### src/rtl/ddram_wb_pkg.sv
// Shared types for the DDRAM posted-write buffer.
// Build option: DDRAM_WB_MERGE_EN enables merging a write into the FIFO tail entry.
package ddram_wb_pkg;

  localparam int unsigned ENTRY_AW  = 32;
  localparam int unsigned DEF_DEPTH = 8;
  localparam int unsigned PTR_W     = $clog2(DEF_DEPTH);

  // Entry address is stored zero-extended; ADDRBITS+1 must not exceed ENTRY_AW.
  typedef struct packed {
    logic [ENTRY_AW-1:0] addr;
    logic [63:0]         data;
    logic [7:0]          be;
  } wb_entry_t;

  typedef enum logic [1:0] {
    R_IDLE,
    R_DRAIN,
    R_ISSUE,
    R_WAIT
  } rd_state_t;

  function automatic logic [63:0] be_merge(input logic [63:0] old_d,
                                           input logic [63:0] new_d,
                                           input logic [7:0]  be);
    logic [63:0] r;
    r = old_d;
    for (int unsigned i = 0; i < 8; i++) begin
      if (be[i]) r[i*8 +: 8] = new_d[i*8 +: 8];
    end
    return r;
  endfunction

endpackage

### src/rtl/ddram_wb_fifo.sv
// Synchronous FIFO of write entries with head/tail read ports.
// Build option: DDRAM_WB_MERGE_EN adds a byte-merge port onto the tail entry.
module ddram_wb_fifo
  import ddram_wb_pkg::*;
#(
  parameter int unsigned DEPTH = 8
) (
  input  logic                     clk,
  input  logic                     reset,
  input  logic                     push,
  input  wb_entry_t                push_entry,
  input  logic                     pop,
  output wb_entry_t                head,
  output wb_entry_t                tail,
`ifdef DDRAM_WB_MERGE_EN
  input  logic                     merge,
  input  logic [63:0]              merge_data,
  input  logic [7:0]               merge_be,
`endif
  output logic [$clog2(DEPTH):0]   count
);

  localparam int unsigned PW = $clog2(DEPTH);
  localparam int unsigned CW = PW + 1;

  wb_entry_t       mem [DEPTH];
  logic [PW-1:0]   wr_ptr;
  logic [PW-1:0]   rd_ptr;
  logic [PW-1:0]   tail_ptr;

  assign tail_ptr = wr_ptr - 1'b1;
  assign head     = mem[rd_ptr];
  assign tail     = mem[tail_ptr];

  always_ff @(posedge clk) begin
    if (reset) begin
      wr_ptr <= '0;
      rd_ptr <= '0;
      count  <= '0;
    end else begin
      if (push) wr_ptr <= wr_ptr + 1'b1;
      if (pop)  rd_ptr <= rd_ptr + 1'b1;
      count <= count + CW'(push) - CW'(pop);
    end
  end

  always_ff @(posedge clk) begin
    if (push) begin
      mem[wr_ptr] <= push_entry;
    end
`ifdef DDRAM_WB_MERGE_EN
    else if (merge) begin
      mem[tail_ptr].data <= be_merge(mem[tail_ptr].data, merge_data, merge_be);
      mem[tail_ptr].be   <= mem[tail_ptr].be | merge_be;
    end
`endif
  end

endmodule

### src/rtl/ddram_write_buffer.sv
// Posted-write buffer between the L2 DDRAM master port and the DDR3 controller; reads wait for all writes.
// Build option: DDRAM_WB_MERGE_EN merges same-address writes into the tail entry.
module ddram_write_buffer
  import ddram_wb_pkg::*;
#(
  parameter int unsigned ADDRBITS = 24,
  parameter int unsigned DEPTH    = 8
) (
  input  logic                CLK,
  input  logic                RESET,
  input  logic [ADDRBITS:0]   S_ADDR,
  input  logic [63:0]         S_DIN,
  input  logic [7:0]          S_BE,
  input  logic [7:0]          S_BURSTCNT,
  input  logic                S_RD,
  input  logic                S_WE,
  output logic                S_BUSY,
  output logic [63:0]         S_DOUT,
  output logic                S_DOUT_READY,
  output logic [ADDRBITS:0]   DDRAM_ADDR,
  output logic [63:0]         DDRAM_DIN,
  output logic [7:0]          DDRAM_BE,
  output logic [7:0]          DDRAM_BURSTCNT,
  output logic                DDRAM_RD,
  output logic                DDRAM_WE,
  input  logic                DDRAM_BUSY,
  input  logic [63:0]         DDRAM_DOUT,
  input  logic                DDRAM_DOUT_READY,
  output logic                WB_EMPTY
);

  localparam int unsigned PW = $clog2(DEPTH);
  localparam int unsigned CW = PW + 1;

  rd_state_t          rd_state;
  logic [ADDRBITS:0]  rd_addr;
  logic [7:0]         rd_len;
  logic [7:0]         beats_left;
  logic [CW-1:0]      count;
  wb_entry_t          head;
  wb_entry_t          tail;
  wb_entry_t          push_entry;
  logic               full, empty, out_free, pop, push, rd_acc, we_acc;
  logic               unused_bits;

  assign full     = (count == CW'(DEPTH));
  assign empty    = (count == '0);
  assign out_free = ~DDRAM_WE | ~DDRAM_BUSY;
  assign pop      = out_free & ~empty;
  assign rd_acc   = S_RD & ~S_BUSY;
  assign we_acc   = S_WE & ~S_RD & ~S_BUSY;
  assign WB_EMPTY = empty & ~DDRAM_WE;

  assign push_entry  = '{addr: ENTRY_AW'(S_ADDR), data: S_DIN, be: S_BE};
  assign unused_bits = &{1'b0, head, tail};

`ifdef DDRAM_WB_MERGE_EN
  logic addr_match, merge;
  assign addr_match = (tail.addr == ENTRY_AW'(S_ADDR));
  // Busy ignores the pop term: at full the tail can never be the entry being popped.
  assign S_BUSY = (full & ~addr_match) | (rd_state != R_IDLE);
  assign merge  = we_acc & addr_match & ~empty & ~((count == CW'(1)) & pop);
  assign push   = we_acc & ~merge;
`else
  assign S_BUSY = full | (rd_state != R_IDLE);
  assign push   = we_acc;
`endif

  ddram_wb_fifo #(
    .DEPTH (DEPTH)
  ) u_fifo (
    .clk        (CLK),
    .reset      (RESET),
    .push       (push),
    .push_entry (push_entry),
    .pop        (pop),
    .head       (head),
    .tail       (tail),
`ifdef DDRAM_WB_MERGE_EN
    .merge      (merge),
    .merge_data (S_DIN),
    .merge_be   (S_BE),
`endif
    .count      (count)
  );

  always_ff @(posedge CLK) begin
    if (RESET) begin
      rd_state       <= R_IDLE;
      rd_addr        <= '0;
      rd_len         <= 8'd1;
      beats_left     <= '0;
      S_DOUT         <= '0;
      S_DOUT_READY   <= 1'b0;
      DDRAM_ADDR     <= '0;
      DDRAM_DIN      <= '0;
      DDRAM_BE       <= '0;
      DDRAM_BURSTCNT <= 8'd1;
      DDRAM_RD       <= 1'b0;
      DDRAM_WE       <= 1'b0;
    end else begin
      S_DOUT_READY <= 1'b0;

      if (pop) begin
        DDRAM_ADDR     <= head.addr[ADDRBITS:0];
        DDRAM_DIN      <= head.data;
        DDRAM_BE       <= head.be;
        DDRAM_BURSTCNT <= 8'd1;
        DDRAM_WE       <= 1'b1;
      end else if (out_free) begin
        DDRAM_WE <= 1'b0;
      end

      // The read request shares the output register; it is only loaded when no pop can occur.
      case (rd_state)
        R_IDLE: begin
          if (rd_acc) begin
            rd_addr  <= S_ADDR;
            rd_len   <= (S_BURSTCNT == '0) ? 8'd1 : S_BURSTCNT;
            rd_state <= R_DRAIN;
          end
        end
        R_DRAIN: begin
          if (empty && !DDRAM_WE) begin
            DDRAM_RD       <= 1'b1;
            DDRAM_ADDR     <= rd_addr;
            DDRAM_BE       <= '0;
            DDRAM_BURSTCNT <= rd_len;
            rd_state       <= R_ISSUE;
          end
        end
        R_ISSUE: begin
          if (!DDRAM_BUSY) begin
            DDRAM_RD   <= 1'b0;
            beats_left <= rd_len;
            rd_state   <= R_WAIT;
          end
        end
        R_WAIT: begin
          if (DDRAM_DOUT_READY) begin
            S_DOUT       <= DDRAM_DOUT;
            S_DOUT_READY <= 1'b1;
            beats_left   <= beats_left - 1'b1;
            if (beats_left == 8'd1) rd_state <= R_IDLE;
          end
        end
        default: rd_state <= R_IDLE;
      endcase
    end
  end

endmodule

### config.mk
export PLATFORM = sky130hd
export DESIGN_NAME = ddram_write_buffer
export DESIGN_NICKNAME = d
export VERILOG_FILES = /design/src/rtl/ddram_wb_pkg.sv /design/src/rtl/ddram_wb_fifo.sv /design/src/rtl/ddram_write_buffer.sv
export SDC_FILE = /design/constraint.sdc
export NUM_CORES = 1
export LEC_CHECK = 0
export CAP_MARGIN = 40
export CORE_MARGIN = 1.5
export CORE_UTILIZATION = 43
export DETAILED_ROUTE_END_ITERATION = 10
export PLACE_DENSITY_LB_ADDON = 0.05
export RECOVER_POWER = 50
export SKIP_LAST_GASP = 1
export SLEW_MARGIN = 5
export SYNTH_ARGS = -nofsm -noshare
export SYNTH_HDL_FRONTEND = slang
export SYNTH_SLANG_ARGS = --single-unit
### constraint.sdc
create_clock -name CLK -period 8.69 [get_ports CLK]
set_input_delay 1.3035 -clock CLK [delete_from_list [all_inputs] [get_ports CLK]]
set_output_delay 1.3035 -clock CLK [all_outputs]
set_load 0.02 [all_outputs]
==> flow_summary.toml, run 1 <==
[run_status]
status = "complete, but fails checks"
violations = "capacitance limit, slew limit"

[grt]
grt_use_total = 0.1951
antenna_found_initial = 19
grt_pass1_wl_um = 131100
grt_max_degree = 153
overflow = 0
grt_pass1_vias = 20780

[drt]
routedWlPerCell_um = 23.33
finalWirelength_um = 86710
drt.antenna.violating_nets = 0
drc = 0
wl_met3_um = 4163
viasPerCell = 5.339
drt-initial-drc-count = 1283
wl_met2_um = 43210
vias = 19840
first_pass_iters = 5
top_layer = "met5"
wirelength_met1_um = 37430

[synthesis]
synth.net_count = 2299
syn_area_mm2 = 0.03755
ys_ff_latch = 1004
synth.yosys.seq_area_share = 0.7420
netlist_instances = 2109
synth-main-ff-cell = "edfxtp_1"
async_flop_share = 0
synth_edf_count = 776
yosysWarnings = 0
ys_types = 49
synth_area_per_cell_um2 = 17.81

[sta]
rsz0062_at_grt = "no"
whs_ps = 450.9
maxSlewHeadroom = -0.9973
period_needed_ps = 5603
tns_ps = 0
setup_viol = 0
tightest_slew_ps = 2996
fin_skew_ps = 31.66
fin_crit_sh = 0.6448
hold_violations = 0
setup_ws_ps = 3087
maxSlewViolCount = 120
max_freq_ghz = 0.1785

[floorplan]
die_h_um = 298.5
io_pins = 349
die_w_um = 298.5
rows = 108
coreArea_mm2 = 0.08662
initial_core_util = 0.4336
dieArea_mm2 = 0.08912

[cts]
htree_num_levels = 3
cts_hold_buf = 0
cts_setup_buffers = 0
cts_repair_resize_count = 0
tritoncts = "yes"
path_clk_slew_ps = 60
clk_latency_ps = 680
root_buffer = "clkbuf_16"
cts_buffers = 105
cts_sinks = 1004
clock_path_buffers = 3

[setup_path]
rr_worst_depth = 9
crit_chain = "clkbuf_1 -> clkinv_1 -> clkbuf_1 -> nand2_1 -> a211oi_1"
cp_common_cell = "clkbuf_1"
end_kind = "flop"
required_ps = 9240
start_kind = "primary input"
worstSetupPathType = "primary input to flop"
cp_slowest_stage_delay_ps = 2140
slowest_stage = "clkbuf_1"
cp_max_fo = 59
path_depth = 5
critPathTopFamily = "buffers and inverters"
critPathBufInv = 3
crit_arrival_ps = 6150
regToRegSetupSlack_ps = 5210

[cells_and_area]
fill_cells = 6930
layout-drive-gt1-share = 0.1626
area_growth_pct = 22.37
nets = 2661
layout_common_cells = "776 x edfxtp_1, 238 x nand2_1, 237 x clkdlybuf4s50_1, 225 x dfxtp_1, 194 x mux4_2"
mostFrequentLayoutCell = "edfxtp_1"

[placed_design]
dp.final_hpwl_um = 48650
port_buffers = 348
gp_congestion = 0.7961
dp_slack_ps = 3813

[pwr]
ir_drop_uv = 198.3
p_per_area_mw_per_mm2 = 299.7
leakage_uw = 0.01457

[min_path]
holdPathStages = 2
hp-class = "flop to flop"

[job]
timing.max_cap.violations = 2
[synthesized netlist by cell type (2+ instances only)]
cell type,instances,share of area
a21o_1,2,0.00040
nor2_1,100,0.010
dfxtp_1,228,0.12
inv_1,15,0.0015
o21ai_0,11,0.0015
buf_6,25,0.0075
nand3_1,29,0.0039
a22oi_1,8,0.0016
nor4_1,3,0.00050
mux2i_1,100,0.027
clkbuf_1,41,0.0041
nor3_1,4,0.00053
and3_1,3,0.00050
buf_2,44,0.0059
nand2_1,239,0.024
buf_4,4,0.00080
ha_1,14,0.0047
buf_1,12,0.0012
a211oi_2,9,0.0030
a21oi_1,111,0.015
mux4_2,194,0.12
nor3b_1,2,0.00040
and2_1,3,0.00050
nand2b_1,6,0.0010
a211oi_1,64,0.013
o211ai_1,3,0.00060
xnor2_1,2,0.00047
or3b_4,2,0.00060
edfxtp_1,776,0.62
xor2_1,3,0.00070
clkbuf_4,3,0.00060
nor2b_1,8,0.0013
o221ai_1,25,0.0058
[layout make-up]
class | count | area, um^2 | share of cell area
well taps | 1155 | 1445 | 0.03145
repair buffers | 384 | 3985 | 0.08671
clock buffers | 137 | 2910 | 0.06333
multi-input cells | 960 | 8927 | 0.1943
diodes | 3 | 7.507 | 0.0001634
flip-flops and latches | 1004 | 27880 | 0.6066
inverters | 16 | 65.06 | 0.001416
clock inverters | 57 | 738.2 | 0.01606
[worst min-delay path: stages, from the launching register on]
cell and delay (ps):
dfxtp_1 300, nand2_1 50, a21oi_1 50
[where the power goes]
part	total (uW)	leakage, uW	switching [uW]	internal (uW)
Combinational	3220	0.00392	1740	1490
Sequential	5910	0.00887	319	5590
Clock	4640	0.00178	1860	2780
Total	13800	0.0146	3910	9860
[final timing paths]
check,start,to
min reg2reg,S_DOUT[36],S_DOUT[36]
min,S_DOUT[36],S_DOUT[36]
max reg2reg,u_fifo.count[2],u_fifo.mem[0][75]
max,RESET,DDRAM_BE[3]
[kinds of logic (layout without fill, tap and decap cells)]
family          count (synthesis)  after routing  synth area share
compound gates                242            242           0.04241
simple gates                  404            404           0.04454
buf+inv                       145            594           0.02166
mux                           294            294            0.1430
other cells                     0              3                 0
fa+ha+maj                      15             15          0.005197
flops                        1004           1004            0.7420
xor+xnor                        5              5          0.001166
[through the flow]
step	utilization	cell area (um^2)	total power [uW]	cells
after global routing	0.5305	45950	14410	3715
final	0.5306	45960	13770	3716
after global placement	0.4862	42110	9222	3510
after CTS	0.5309	45980	14010	3713
after detailed placement	0.4888	42340	9330	3519
after floorplan	-	37560	8105	2109
[routing by layer]
| layer | GRT usage | up-vias |
|---|---|---|
| met5 | 0 | - |
| met2 | 0.3338 | 487 |
| met4 | 0.05342 | 14 |
| met1 | 0.2567 | 10210 |
| met3 | 0.03482 | 143 |
| li1 | - | 8985 |
[sequential cells by signal (all words and copies together), names as in the netlist, named ones only]
register,cells
DDRAM_RD,1
u_fifo.rd_ptr,3
S_DOUT,64
DDRAM_BURSTCNT,8
rd_addr,25
u_fifo.wr_ptr,3
DDRAM_WE,1
u_fifo.count,4
beats_left,8
DDRAM_BE,8
DDRAM_DIN,64
rd_state,2
S_DOUT_READY,1
u_fifo.mem,776
DDRAM_ADDR,25
rd_len,8
(Power assumes the default switching activity.)
==> run 2, diff against run 1 <==
- clock period: 8.69 -> 4.6 ns (I/O delays scaled with it)
==> run 2 against run 1 <==
Against the previous run:
- the flow still finishes with violations (capacitance limit, slew limit)
- non-clock buffer count grew 12
- clock skew shrank 6.1 ps
- first-iteration DRC count shrank 8.2%
- global-route usage shrank 0.12 points
- sequential cell count is the same
- sequential power grew 88%
- critical path type is now flop to flop
- highest routed layer unchanged
==> flow_summary.toml, run 2 (synthesized netlist as in run 1, its figures left out) <==
[cts]
cts_buffers = 105
cts_repair_resize_count = 0
path_clk_slew_ps = 60
cts_sinks = 1004
clk_latency_ps = 670
htree_num_levels = 3
clock_path_buffers = 3
root_buffer = "clkbuf_16"
tritoncts = "yes"
cts_hold_buf = 0
cts_setup_buffers = 0

[cells_and_area]
fill_cells = 6946
layout_common_cells = "776 x edfxtp_1, 239 x nand2_1, 226 x dfxtp_1, 194 x mux4_2, 188 x dlygate4sd3_1"
final_util = 0.5286
layout-drive-gt1-share = 0.1658
area_growth_pct = 21.92
design_area_mm2 = 0.04579
mostFrequentLayoutCell = "edfxtp_1"
top_regs = "u_fifo.mem (776), DDRAM_DIN (64), S_DOUT (64)"
regMostFlops = "u_fifo.mem"
nets = 2673
largest_register_ffs = 776

[min_path]
hold_end = "S_DOUT[31]"
holdPathStages = 2
hp-start = "S_DOUT[31]"
hp-class = "flop to flop"

[sta]
tns_ps = 0
rsz0062_at_grt = "no"
fin_skew_ps = 25.57
fin_crit_sh = 0.7151
max_freq_ghz = 0.3040
setup_viol = 0
tightest_slew_ps = 1967
whs_ps = 450.2
setup_ws_ps = 1311
maxSlewHeadroom = -0.3132
hold_violations = 0
period_needed_ps = 3289
maxSlewViolCount = 64

[floorplan]
die_h_um = 298.5
rows = 108
die_w_um = 298.5
coreArea_mm2 = 0.08662
io_pins = 349
dieArea_mm2 = 0.08912
initial_core_util = 0.4336

[placed_design]
dp.final_hpwl_um = 50950
gp_congestion = 0.7991
dp_slack_ps = 1050
port_buffers = 348
dpl_cell_area_mm2 = 0.04240

[setup_path]
crit_arrival_ps = 3800
critPathTopFamily = "flip-flops"
cp_slowest_stage_delay_ps = 1640
crit_chain = "buf_12 -> mux4_2 -> mux2i_1 -> a211oi_2"
cp_max_fo = 79
end_kind = "flop"
r2r-end = "DDRAM_DIN[14]"
required_ps = 5110
start_kind = "flop"
regToRegSetupSlack_ps = 1310
rr_worst_depth = 4
critPathBufInv = 1
slowest_stage = "dfxtp_1"
worstSetupPathType = "flop to flop"

[job]
timing.max_cap.violations = 2

[drt]
viasPerCell = 5.355
drt-initial-drc-count = 1178
first_pass_iters = 5
drc = 0
vias = 19990
drt.antenna.violating_nets = 0
finalWirelength_um = 86070
routedWlPerCell_um = 23.06

[grt]
overflow = 0
grt_max_degree = 98
antenna_found_initial = 23
grt_pass1_wl_um = 131100
grt_use_total = 0.1940
grt_pass1_vias = 21150

[pwr]
ir_drop_uv = 346.1
p_per_area_mw_per_mm2 = 555.7
leakage_uw = 0.01478

[run_status]
status = "complete, but fails checks"
violations = "capacitance limit, slew limit"
## run 2: changes by cell type in the layout (fill, tap and decap cells not counted), moves of 4 or more
cell and change:
dlygate4sd3_1 +78, clkinv_2 +7, clkbuf_8 +5, buf_12 +4, buf_16 -4, buf_4 +11
clkbuf_1 +6, a211oi_2 +4, clkdlybuf4s50_1 -78, a211oi_1 -4, bufinv_16 -9, inv_6 +4
## run 2: power breakdown
| part | internal, uW | switching [uW] | total, uW |
|---|---|---|---|
| clock | 4830 | 3410 | 8240 |
| combinational | 2770 | 3330 | 6100 |
| sequential | 10600 | 540 | 11100 |
| total | 18200 | 7280 | 25400 |
## run 2: tightest hold or removal path, stage by stage (launching register included)
cell	delay, ps
dfxtp_1	300
nand2_1	50
a21oi_1	50
## run 2: how the worst max path moves through the flow
stage / to / cells after the start / startpoint
3_5_place_dp: u_fifo.mem[1][50] / 6 / S_WE
2_1_floorplan: u_fifo.mem[2][0] / 5 / S_WE
5_1_grt: DDRAM_ADDR[22] / 4 / flop
4_1_cts: WB_EMPTY / 4 / u_fifo.count[2]
3_3_place_gp: u_fifo.mem[1][50] / 6 / S_WE
6_report: DDRAM_DIN[14] / 4 / flop
## run 2: metal layers
layer	up-vias	track usage	share of wire
li1	9023	-	-
met1	10300	0.2591	0.43
met2	531	0.3266	0.49
met3	130	0.03635	0.054
met4	10	0.05221	0.020
met5	-	0	0.00066
## run 2: stage by stage
stage / cells / total power (uW)
2_1_floorplan: 2109 / 15310
5_1_grt: 3732 / 26650
4_1_cts: 3730 / 25920
3_5_place_dp: 3531 / 17610
6_report: 3733 / 25450
3_3_place_gp: 3526 / 17430
## run 2: layout make-up
| cell class | instances | area (um^2) | share of cell area |
|---|---|---|---|
| clock inverter | 49 | 396.6 | 0.008662 |
| sequential | 1004 | 27870 | 0.6088 |
| multi-input combinational | 960 | 8932 | 0.1951 |
| tap | 1155 | 1445 | 0.03156 |
| clock buffer | 150 | 3009 | 0.06572 |
| timing repair buffer | 396 | 4058 | 0.08862 |
| antenna | 3 | 7.507 | 0.0001640 |
| inverter | 16 | 65.06 | 0.001421 |
==> run 3, diff against run 2 <==
- clock period: 4.6 -> 3.45 ns (I/O delays scaled with it)
==> run 3 against run 2 <==
Against the previous run:
- the run still ends with capacitance limit, slew limit left
- die area is the same
- sequential cell count is the same
- global-route usage shrank 0.081 points
- clock skew shrank 4.1 ps
- critical path depth grew 3
- worst setup slack lost 850 ps
- sequential power grew 32%
- combinational power grew 39%
- via count is essentially flat
- first-iteration DRC count shrank 0.85%
- utilization grew 0.63 points
- sequential share of layout area shrank 0.71 points
- critical path type unchanged
==> flow_summary.toml, run 3 (synthesized netlist as in run 1, its figures left out) <==
[run_status]
status = "complete, but fails checks"
violations = "capacitance limit, slew limit"

[cells_and_area]
regMostFlops = "u_fifo.mem"
nets = 2690
layout-drive-gt1-share = 0.1740
largest_register_ffs = 776
mostFrequentLayoutCell = "edfxtp_1"
area_growth_pct = 23.38
layout_common_cells = "776 x edfxtp_1, 248 x clkdlybuf4s50_1, 238 x nand2_1, 224 x dfxtp_1, 194 x mux4_2"
top_regs = "u_fifo.mem (776), DDRAM_DIN (64), S_DOUT (64)"

[setup_path]
crit_start = "u_fifo.count[2]"
rr_startpoint = "u_fifo.count[2]"
start_kind = "flop"
crit_arrival_ps = 3260
required_ps = 3720
end_kind = "flop"
cp_max_fo = 17
worstSetupPathType = "flop to flop"

[drt]
drc = 0
wl_met3_um = 4652
finalWirelength_um = 86660
drt.antenna.violating_nets = 0
viasPerCell = 5.334
vias = 20000
first_pass_iters = 6
wirelength_met1_um = 38920
drt-initial-drc-count = 1168
wl_met2_um = 40970
routedWlPerCell_um = 23.11
top_layer = "met5"

[cts]
cts_sinks = 1004
htree_num_levels = 3
cts_repair_resize_count = 0
root_buffer = "clkbuf_16"
cts_hold_buf = 0
cts_setup_buffers = 0
clock_path_buffers = 3
clk_latency_ps = 660
path_clk_slew_ps = 60
cts_buffers = 106
tritoncts = "yes"

[floorplan]
io_pins = 349
die_h_um = 298.5
die_w_um = 298.5
initial_core_util = 0.4336
rows = 108
dieArea_mm2 = 0.08912
coreArea_mm2 = 0.08662

[sta]
rsz0062_at_grt = "no"
setup_viol = 0
maxSlewViolCount = 72
tightest_slew_ps = 1544
tns_ps = 0
hold_violations = 0
fin_crit_sh = 0.8666
fin_skew_ps = 21.46
period_needed_ps = 2990
max_freq_ghz = 0.3345
maxSlewHeadroom = -0.02960

[pwr]
ir_drop_uv = 694.1
leakage_uw = 0.01475
power_uw = 34740
p_per_area_mw_per_mm2 = 749.7

[min_path]
hp-class = "primary input to flop"
hp-start = "DDRAM_DOUT[61]"

[grt]
grt_pass1_vias = 20450
grt_max_degree = 148
grt_pass1_wl_um = 130400
antenna_found_initial = 18
grt_use_total = 0.1931
overflow = 0

[placed_design]
dp.final_hpwl_um = 52540
gp_congestion = 0.8116
port_buffers = 348

[job]
timing.max_cap.violations = 1
## run 3: cell types whose count changed in the layout (fill, tap and decap cells not counted), sizes merged
cell / previous run / this run
buf: 47 / 57
clkdlybuf4s50: 159 / 248
dlygate4sd3: 188 / 99
clkbuf: 152 / 170
diode: 3 / 2
inv: 21 / 20
clkinv: 39 / 25
clkinvlp: 0 / 3
bufinv: 5 / 6
## run 3: critical path, stage by stage (launching register included)
cell      delay, ps
dfxtp_2         310
inv_1            60
ha_1            180
or3b_1          280
and3_1          470
nand2_4         130
nor2_1          290
clkbuf_1        870
## run 3: power breakdown
part / switching [uW] / leakage, uW / internal, uW
clock network: 4630 / 0.00178 / 6910
registers: 631 / 0.00887 / 14100
logic: 4590 / 0.00410 / 3890
total: 9850 / 0.0147 / 24900
## run 3: layout make-up
| class | count | area [um^2] |
|---|---|---|
| Fill cell | 6939 | 40280 |
| Timing Repair Buffer | 412 | 4380 |
| Clock inverter | 38 | 389.1 |
| Clock buffer | 162 | 3232 |
| Sequential cell | 1004 | 27880 |
| Multi-Input combinational cell | 960 | 8941 |
| Antenna cell | 2 | 5.005 |
| Inverter | 16 | 65.06 |
| Tap cell | 1155 | 1445 |
## run 3: final timing paths
| check | endpoint | slack (ps) | cells after the start |
|---|---|---|---|
| hold reg to reg | S_DOUT[3] | 450 | 2 |
| setup / recovery | u_fifo.mem[3][13] | 460 | 7 |
| setup reg to reg | u_fifo.mem[3][13] | 460 | 7 |
| hold / removal | S_DOUT[61] | 420 | 3 |
## run 3: through the flow
step           utilization  hold slack [ps]  area (um^2)  worst slack (ps)  cells
6_report            0.5349            417.3        46330             460.1   3749
5_1_grt             0.5349            396.7        46330             280.2   3749
4_1_cts             0.5358            295.5        46410             570.9   3747
3_5_place_dp        0.4940            446.5        42790             577.5   3547
3_3_place_gp        0.4928            442.1        42690             620.6   3542
2_1_floorplan            -            436.6        37640            -654.7   2109
## run 3: metal layers
layer,GRT usage,vias to the layer above
met5,0,-
li1,-,9058
met1,0.2715,10220
met2,0.3105,552
met3,0.03555,162
met4,0.05294,10
